--- src/rtl/spi_ram_pkg.sv ---
// Shared command codes and FSM state encoding for the SPI-side RAM controller.
package spi_ram_pkg;

    localparam logic [1:0] CMD_WR_ADDR = 2'b00;
    localparam logic [1:0] CMD_WR_DATA = 2'b01;
    localparam logic [1:0] CMD_RD_ADDR = 2'b10;
    localparam logic [1:0] CMD_RD_DATA = 2'b11;

    typedef enum logic {
        ST_IDLE  = 1'b0,
        ST_FETCH = 1'b1
    } state_e;

endpackage

--- src/rtl/spi_ram_mem.sv ---
// Synchronous single-port RAM: registered write and registered read on the same address port.
module spi_ram_mem #(
    parameter int DATA_WIDTH = 8,
    parameter int ADDR_WIDTH = 8
) (
    input  logic                  clk,
    input  logic                  we,
    input  logic [ADDR_WIDTH-1:0] addr,
    input  logic [DATA_WIDTH-1:0] wdata,
    output logic [DATA_WIDTH-1:0] rdata
);

    logic [DATA_WIDTH-1:0] mem_q [2**ADDR_WIDTH];
    logic [DATA_WIDTH-1:0] rdata_q;

    // Read happens every edge; the controller only consumes it when it launched a fetch.
    always_ff @(posedge clk) begin
        if (we) begin
            mem_q[addr] <= wdata;
        end
        rdata_q <= mem_q[addr];
    end

    assign rdata = rdata_q;

endmodule

--- src/rtl/spi_ram_ctrl.sv ---
// Command decoder, address pointers and read FSM in front of spi_ram_mem.
// Define SPI_RAM_AUTO_INC_EN to make both pointers post-increment for burst access.
module spi_ram_ctrl #(
    parameter int DATA_WIDTH = 8,
    parameter int ADDR_WIDTH = 8
) (
    input  logic                  clk,
    input  logic                  rst_n,
    input  logic                  rx_valid,
    input  logic [DATA_WIDTH+1:0] din,
    output logic [DATA_WIDTH-1:0] dout,
    output logic                  tx_valid,
    output logic                  cmd_err
);

    import spi_ram_pkg::*;

    state_e                state_q, state_d;
    logic [ADDR_WIDTH-1:0] wr_addr_q, wr_addr_d;
    logic [ADDR_WIDTH-1:0] rd_addr_q, rd_addr_d;
    logic                  rd_addr_vld_q, rd_addr_vld_d;
    logic                  cmd_err_q, cmd_err_d;
    logic [DATA_WIDTH-1:0] dout_q, dout_d;

    logic [1:0]            cmd;
    logic [DATA_WIDTH-1:0] payload;
    logic                  mem_we;
    logic [ADDR_WIDTH-1:0] mem_addr;
    logic [DATA_WIDTH-1:0] mem_rdata;

`ifdef SPI_RAM_AUTO_INC_EN
    localparam logic [ADDR_WIDTH-1:0] ADDR_ONE = 1;
`endif

    assign cmd     = din[DATA_WIDTH+1:DATA_WIDTH];
    assign payload = din[DATA_WIDTH-1:0];

    always_comb begin
        state_d       = ST_IDLE;
        wr_addr_d     = wr_addr_q;
        rd_addr_d     = rd_addr_q;
        rd_addr_vld_d = rd_addr_vld_q;
        cmd_err_d     = 1'b0;
        // Capture the fetched word at the end of FETCH so it persists after the strobe.
        dout_d        = (state_q == ST_FETCH) ? mem_rdata : dout_q;
        mem_we        = 1'b0;
        mem_addr      = rd_addr_q;
        if (rx_valid) begin
            case (cmd)
                CMD_WR_ADDR: begin
                    wr_addr_d = payload[ADDR_WIDTH-1:0];
                end
                CMD_WR_DATA: begin
                    mem_we   = 1'b1;
                    mem_addr = wr_addr_q;
`ifdef SPI_RAM_AUTO_INC_EN
                    wr_addr_d = wr_addr_q + ADDR_ONE;
`endif
                end
                CMD_RD_ADDR: begin
                    rd_addr_d     = payload[ADDR_WIDTH-1:0];
                    rd_addr_vld_d = 1'b1;
                end
                default: begin
                    // The array samples rd_addr_q on this edge, so the bump cannot disturb the fetch.
                    if (rd_addr_vld_q) begin
                        state_d = ST_FETCH;
`ifdef SPI_RAM_AUTO_INC_EN
                        rd_addr_d = rd_addr_q + ADDR_ONE;
`endif
                    end else begin
                        cmd_err_d = 1'b1;
                    end
                end
            endcase
        end
    end

    always_ff @(posedge clk or negedge rst_n) begin
        if (!rst_n) begin
            state_q       <= ST_IDLE;
            wr_addr_q     <= '0;
            rd_addr_q     <= '0;
            rd_addr_vld_q <= 1'b0;
            cmd_err_q     <= 1'b0;
            dout_q        <= '0;
        end else begin
            state_q       <= state_d;
            wr_addr_q     <= wr_addr_d;
            rd_addr_q     <= rd_addr_d;
            rd_addr_vld_q <= rd_addr_vld_d;
            cmd_err_q     <= cmd_err_d;
            dout_q        <= dout_d;
        end
    end

    spi_ram_mem #(
        .DATA_WIDTH(DATA_WIDTH),
        .ADDR_WIDTH(ADDR_WIDTH)
    ) u_mem (
        .clk  (clk),
        .we   (mem_we),
        .addr (mem_addr),
        .wdata(payload),
        .rdata(mem_rdata)
    );

    // The strobe is the FETCH state itself, so an async reset removes it at once.
    assign tx_valid = (state_q == ST_FETCH);
    assign dout     = (state_q == ST_FETCH) ? mem_rdata : dout_q;
    assign cmd_err  = cmd_err_q;

endmodule
--- config.mk ---
export PLATFORM = sky130hd
export DESIGN_NAME = spi_ram_ctrl
export DESIGN_NICKNAME = d
export VERILOG_FILES = /design/src/rtl/spi_ram_pkg.sv /design/src/rtl/spi_ram_mem.sv /design/src/rtl/spi_ram_ctrl.sv
export SDC_FILE = /design/constraint.sdc
export NUM_CORES = 2
export LEC_CHECK = 0
export BUFFER_PORTS_ARGS = -buffer_cell sky130_fd_sc_hd__buf_2
export CELL_PAD_IN_SITES_DETAIL_PLACEMENT = 0
export CELL_PAD_IN_SITES_GLOBAL_PLACEMENT = 1
export CORE_ASPECT_RATIO = 0.6
export CORE_UTILIZATION = 39
export CTS_CLUSTER_DIAMETER = 40
export CTS_CLUSTER_SIZE = 14
export DETAILED_ROUTE_END_ITERATION = 6
export PLACE_DENSITY = 0.58
export SYNTH_ARGS = -nofsm -noshare
export SYNTH_HDL_FRONTEND = slang
export SYNTH_SLANG_ARGS = --single-unit
--- constraint.sdc ---
create_clock -name clk -period 4.6 [get_ports clk]
set_clock_uncertainty 0.15 [all_clocks]
set_input_delay 1.15 -clock clk [delete_from_list [all_inputs] [get_ports clk]]
set_output_delay 1.15 -clock clk [all_outputs]
set_load 0.005 [all_outputs]
After elaboration in Yosys (flattened, before gate mapping)
Memories as Yosys holds them, arrays and structs flattened. A register that Yosys moved wholly into a read port is not among the register bits.
Cells that the tools add are included.
Widths: inputs -> output; s select.
{ "word_totals": {"ff_bits": 27, "mem_bits_rw": 2048, "input_bits": 13, "output_inout_bits": 10, "word_cells": 26, "memories": 1} }
{ "memory_table": {"columns": ["name", "depth", "width", "read_ports", "rd_ports_with_merged_regs", "wr", "line", "text"], "rows": [
  ["u_mem.mem_q", 256, 8, 1, 1, 1, "spi_ram_mem.sv:13", "logic [DATA_WIDTH-1:0] mem_q [2**ADDR_WIDTH];"]
]} }
{ "classes": {"eq_ne": 2, "muxes": 13, "reduce_logical": 4} }
{ "ops": {"columns": ["cell", "count"], "rows": [
  ["$mux 8", 3],
  ["$mux 1", 10],
  ["$reduce_and 2->1", 2],
  ["$reduce_or 3->1", 1],
  ["$eq 2x1->1 const B", 1],
  ["$eq 2x2->1 const B", 1],
  ["$logic_not 2->1", 1]
]} }

Longest topological paths before layout
{ "logic_depth": {"word_depth": 5, "mapped_depth": 15, "mapped_depth_nobuf": 8} }

Hierarchy
Synthesis repeated with hierarchy kept, for this count alone.
{ "hier_totals": {"hier_cells": 3616, "area_unflattened_um2": 79597.6} }
{ "by_module_without_submodules": {"columns": ["mod", "n_inst", "cells_each", "area_each_um2", "seq_area_each_um2"], "rows": [
  ["spi_ram_mem", 1, 3547, 78492.8, 61659.1],
  ["spi_ram_ctrl", 1, 69, 1104.8, 675.6]
]} }

Worst setup path after synthesis
No wires, ideal clock.
{ "synth_timing": {"path_type": "input to register", "from": "in din[9]", "to": "mem u_mem.mem_q[106][0] (enable)", "setup_time_ns": 0.370, "arrival_time_ns": 3.366, "required_ns": 4.080, "slack_ns": 0.714, "cell_stages": 11, "path_buffers": 6, "path_cell_list": "buf_6 -> nand3b_1 -> buf_6 -> buf_6 -> a21o_2 -> buf_2 -> buf_2 -> nor2_1 -> nand3_1 -> buf_2 -> nor2_1"} }
{ "synth_between": {"elab_chain_len": 5, "word_cells_on_any_way": 7, "cone_classes": "1 x eq/ne; 6 x mux"} }
{ "synth_rtl": {"columns": ["item", "line", "text"], "rows": [
  ["start, declared", "spi_ram_ctrl.sv:10", "input logic [DATA_WIDTH+1:0] din,"],
  ["$eq 2x1->1 *", "spi_ram_ctrl.sv:49", "case (cmd)"],
  ["$mux 1", "spi_ram_ctrl.sv:49", null],
  ["$mux 1", "spi_ram_ctrl.sv:48", "if (rx_valid) begin"],
  ["$mux 1", "spi_ram_mem.sv:18", "if (we) begin"],
  ["$mux 1 (not written as such)", "spi_ram_mem.sv:19", "mem_q[addr] <= wdata;"],
  ["end, declared", "spi_ram_mem.sv:13", null]
]} }
Mark *: on every way between the ends. The rest lies on a longest branch, timed or not.

Final worst setup path
{ "layout_timing": {"from": "in rx_valid", "to": "reg u_mem.rdata_q[0], in the netlist u_mem.rdata[0], read port of u_mem.mem_q"} }
{ "layout_between": {"elab_chain_len": 1} }
{ "layout_rtl": {"columns": ["item", "line", "text"], "rows": [
  ["start, declared", "spi_ram_ctrl.sv:9", "input logic rx_valid,"],
  ["$mux 8", "spi_ram_ctrl.sv:48", null],
  ["end, declared", "spi_ram_mem.sv:14", "logic [DATA_WIDTH-1:0] rdata_q;"]
]} }
Every way passes these cells.
A chain may end at the register's enable or synchronous reset.

==> impl_results.md <==
- Status: finished, final reports clean
- CTS buffer count: slightly above 200
- Hold/Removal Path Class: in -> async
- Yosys cell types: 62
- RR Startpoint: rd_addr_q[0]
- CTS tree: yes
- CP Launch Type: input pin
- Slowest stage cell, crit path: nor4_1
- Post-CTS Repair Setup Buffers: 0
- Most common flop cell mapped by yosys: edfxtp_1
- Starting Density: 39.51%
- Drt drc: 0
- Top Ports: 23
- CP max stage delay: roughly 0.8 ns
- Global-route wire length before repair: roughly 370000 um
- Crit-path cells: buf_2 -> buf_4 -> and4b_1 -> a21o_4 -> buf_12 -> buf_4 -> a211oi_1 -> a211oi_1 -> o41ai_2 -> nand3_1 -> nor4_1 -> nand4_1
- Syn_nets: 5729
- Worst-Margin Slew: 1.315 ns
- Placed cell count: 8807
- Initial DRC count: between 6k and 7k
- RSZ-0062 raised after global routing: false
- Min Hold Slack: ~0.25 ns
- Final period utilization: approximately 97%
- Yosys warnings: 0
- Layout Area Growth over Synthesis: 16.95%
- Routed WL: 264700 um
- Critical Path Sink Type: flop
- Clk slew on worst S/H paths: about 0.07 ns
- Final Hold Fails: 0
- Post-synthesis average cell area: approximately 15 sq um
- RePlAce Congestion: approximately 0.87
- Vias in the first global route: 48.53k
- Fraction of layout cells with a size suffix above 1: 16.80%
- Final setup violation count: 0
- Die W: 598.3 um
- Crit path kind: in -> reg
- Min Tclk post-route: between 4 and 5 ns
- Worst skew pair latency: about 0.85 ns
- IO Port Bufs: 22
- Max H-tree Level: 4
- Die ar.: 215300 sq um
- Rows: 130
- Largest net degree at the start of global routing: 94
- Reg2reg setup slack: about 0.19 ns
- Die Span Y: around 360 um
- Layout net count: approximately 6.2k
- Worst setup path endpoint: u_mem.rdata[0]
- Fmax: 223.9 MHz
- Pre-Repair DR Iteration Count: 6
- Slew Limit Fails: 0
- Post-synth ARST share: 1.296%
- Core region area: 210600 sq um
- # clock sinks: ~2.1k
- CP Data Arrival Time: between 5 and 6 ns
- Mapped Cells: between 5k and 6k
- Sequential cell area fraction in the yosys report: between 70% and 80%
- Root Driver: clkbuf_16
- Yosys reg bits: roughly 2.1k
- Layout Cells excl Fill: roughly 9.1k
- Cell Area, Synth: 83220 sq um
- Worst setup path startpoint: rx_valid
- Post-synth EDFFs: a little over 2k
- VDD IR-drop max: around 0.0003 V
- Leak: 33.01 nW
- Reg2Reg Depth: 10
- RR Endpoint: u_mem.rdata[0]
- MaxCap Viol Count: 0
- Slew headroom: about an eighth
- Max Root-Sink Buffers: 4
- WL per Instance: between 20 and 30 um
- CP Max Fanout: 18
- Antenna violations before repair: 16
- Hpwl dp: around 170000 um
- Gr usage total: between 20% and 30%
- Cell area power density: around 460 nW/um^2
- CP required: between 5 and 6 ns
- DR vias: 51.51k
- ANT nets after route: 0
- Via-per-instance ratio: 5.633
- Grt ovf: 0
-- placed cells by master, fill, tap and decap left out, types with 13 or more instances in the layout --
master	netlist	layout
clkbuf_1	131	37
buf_12	4	110
a21oi_1	173	172
mux2i_1	307	304
o2111ai_1	17	17
clkinvlp_4	0	13
a222oi_1	15	15
inv_1	70	70
a311oi_1	17	17
nor2_1	284	281
o21ai_0	26	26
mux4_2	36	36
nand2_1	1160	1158
edfxtp_1	2048	2048
buf_4	53	516
clkinv_2	0	16
o41ai_1	16	15
a211oi_1	189	189
a221oi_1	58	58
nand4_1	63	63
mux2_2	27	27
nand3_2	3	16
clkbuf_16	0	207
a32oi_1	61	61
a22oi_1	54	54
bufinv_16	0	13
a41oi_1	17	17
nand3_1	423	410
buf_2	160	14
dfrtp_1	27	26
clkinv_1	0	19
a31oi_1	104	103
-- synth_stat cells (all sizes together) (2+ instances only) --
cell type     n  area, sq um
edfxtp     2048        61500
nand2      1161         4365
nand3       426         2147
mux2i       308         3095
nor2        286         1079
buf         263         1673
a211oi      191         1444
a21oi       175        883.4
clkbuf      132        496.7
a31oi       104        650.6
a221oi       70        688.2
inv          70        262.8
nand4        63        394.1
a32oi        61        534.3
a22oi        54        405.4
mux4         36        810.8
mux2         29        330.3
o21ai        28        140.1
dfrtp        27        675.7
o41ai        23        254.0
a311oi       17        148.9
a41oi        17        148.9
o2111ai      17        148.9
a222oi       15        150.1
a21o         10        76.32
and2          9        56.31
dfxtp         8        160.2
nand2b        8        50.05
nor4          8        50.05
a41o          7        70.07
nand3b        7        52.55
nor3          7        50.05
nor3b         6        45.04
nor2b         5        31.28
or2           5        31.28
or3           4        25.02
and4b         3        30.03
o211ai        3        22.52
a22o          2        17.52
-- sequential cells by signal, summed over array words and instances (netlist names) --
name / cells
cmd_err: 1
rd_addr_q: 8
dout_q: 8
u_mem.mem_q: 2048
rd_addr_vld_q: 1
u_mem.rdata: 8
wr_addr_q: 8
tx_valid: 1
-- per-stage QoR --
step / utilization, % / TNS, ns / instance area, sq um / setup slack, ns / power, mW
2_1_floorplan: - / 0 / 83220 / 0.7142 / 25.25
3_3_place_gp: 43.23 / -3.365 / 91050 / -0.8929 / 28.96
3_5_place_dp: 43.23 / -2.908 / 91050 / -0.8033 / 28.95
4_1_cts: 46.20 / 0 / 97320 / 0.3326 / 45.12
5_1_grt: 46.20 / 0 / 97320 / 0.2560 / 46.33
6_report: 46.20 / 0 / 97320 / 0.1337 / 44.93
-- report_power, final --
part / internal [mW] / total (mW) / switching (mW)
sequential: 20.9 / 21.1 / 0.148
clock: 9.06 / 16.3 / 7.27
combinational: 2.50 / 7.50 / 5.01
total: 32.5 / 44.9 / 12.4
-- layout make-up --
cell class,count,area (sq um)
fill,18520,113300
sequential,2083,62340
multi-input combinational,3168,18650
timing repair buffer,648,6266
clock buffer,251,5415
tap,2838,3551
clock inverter,83,839.6
inverter,70,262.8
antenna,3,7.507
-- metal layers --
metal	vias to the layer above	track usage, %	wire, um
met1	26410	39.08	126900
met2	2202	31.23	102800
li1	22630	-	-
met3	262	8.075	30650
met5	-	0	21
met4	4	4.232	4306
-- repair_timing --
item / 4_1_cts / 5_1_grt
gates resized for setup: 1 / 0
hold endpoints to repair: 0 / 0
setup endpoints to repair: 1 / 0
hold buffers: 0 / 0
-- kinds of logic after synthesis --
| logic type | after synthesis | share of synthesized area, % |
|---|---|---|
| DFF | 2083 | 74.91 |
| and+or+nand+nor | 2000 | 10.12 |
| AOI/OAI and AO/OA | 795 | 6.958 |
| buffers and inverters | 465 | 2.923 |
| muxes | 373 | 5.091 |
-- how the worst min path moves through the flow --
stage	endpoint	slack, ns	depth (start not counted)
3_3_place_gp	cmd_err	0.28	1
2_1_floorplan	cmd_err	0.25	1
5_1_grt	cmd_err	0.27	1
6_report	cmd_err	0.25	1
3_5_place_dp	cmd_err	0.28	1
4_1_cts	cmd_err	0.25	1
-- critical path: cells and delay by family --
family | cells | cell delay, ns
compound gates | 4 | 1.70
buf+inv | 4 | 0.68
simple gates | 4 | 1.46
(Power assumes the default switching activity.)
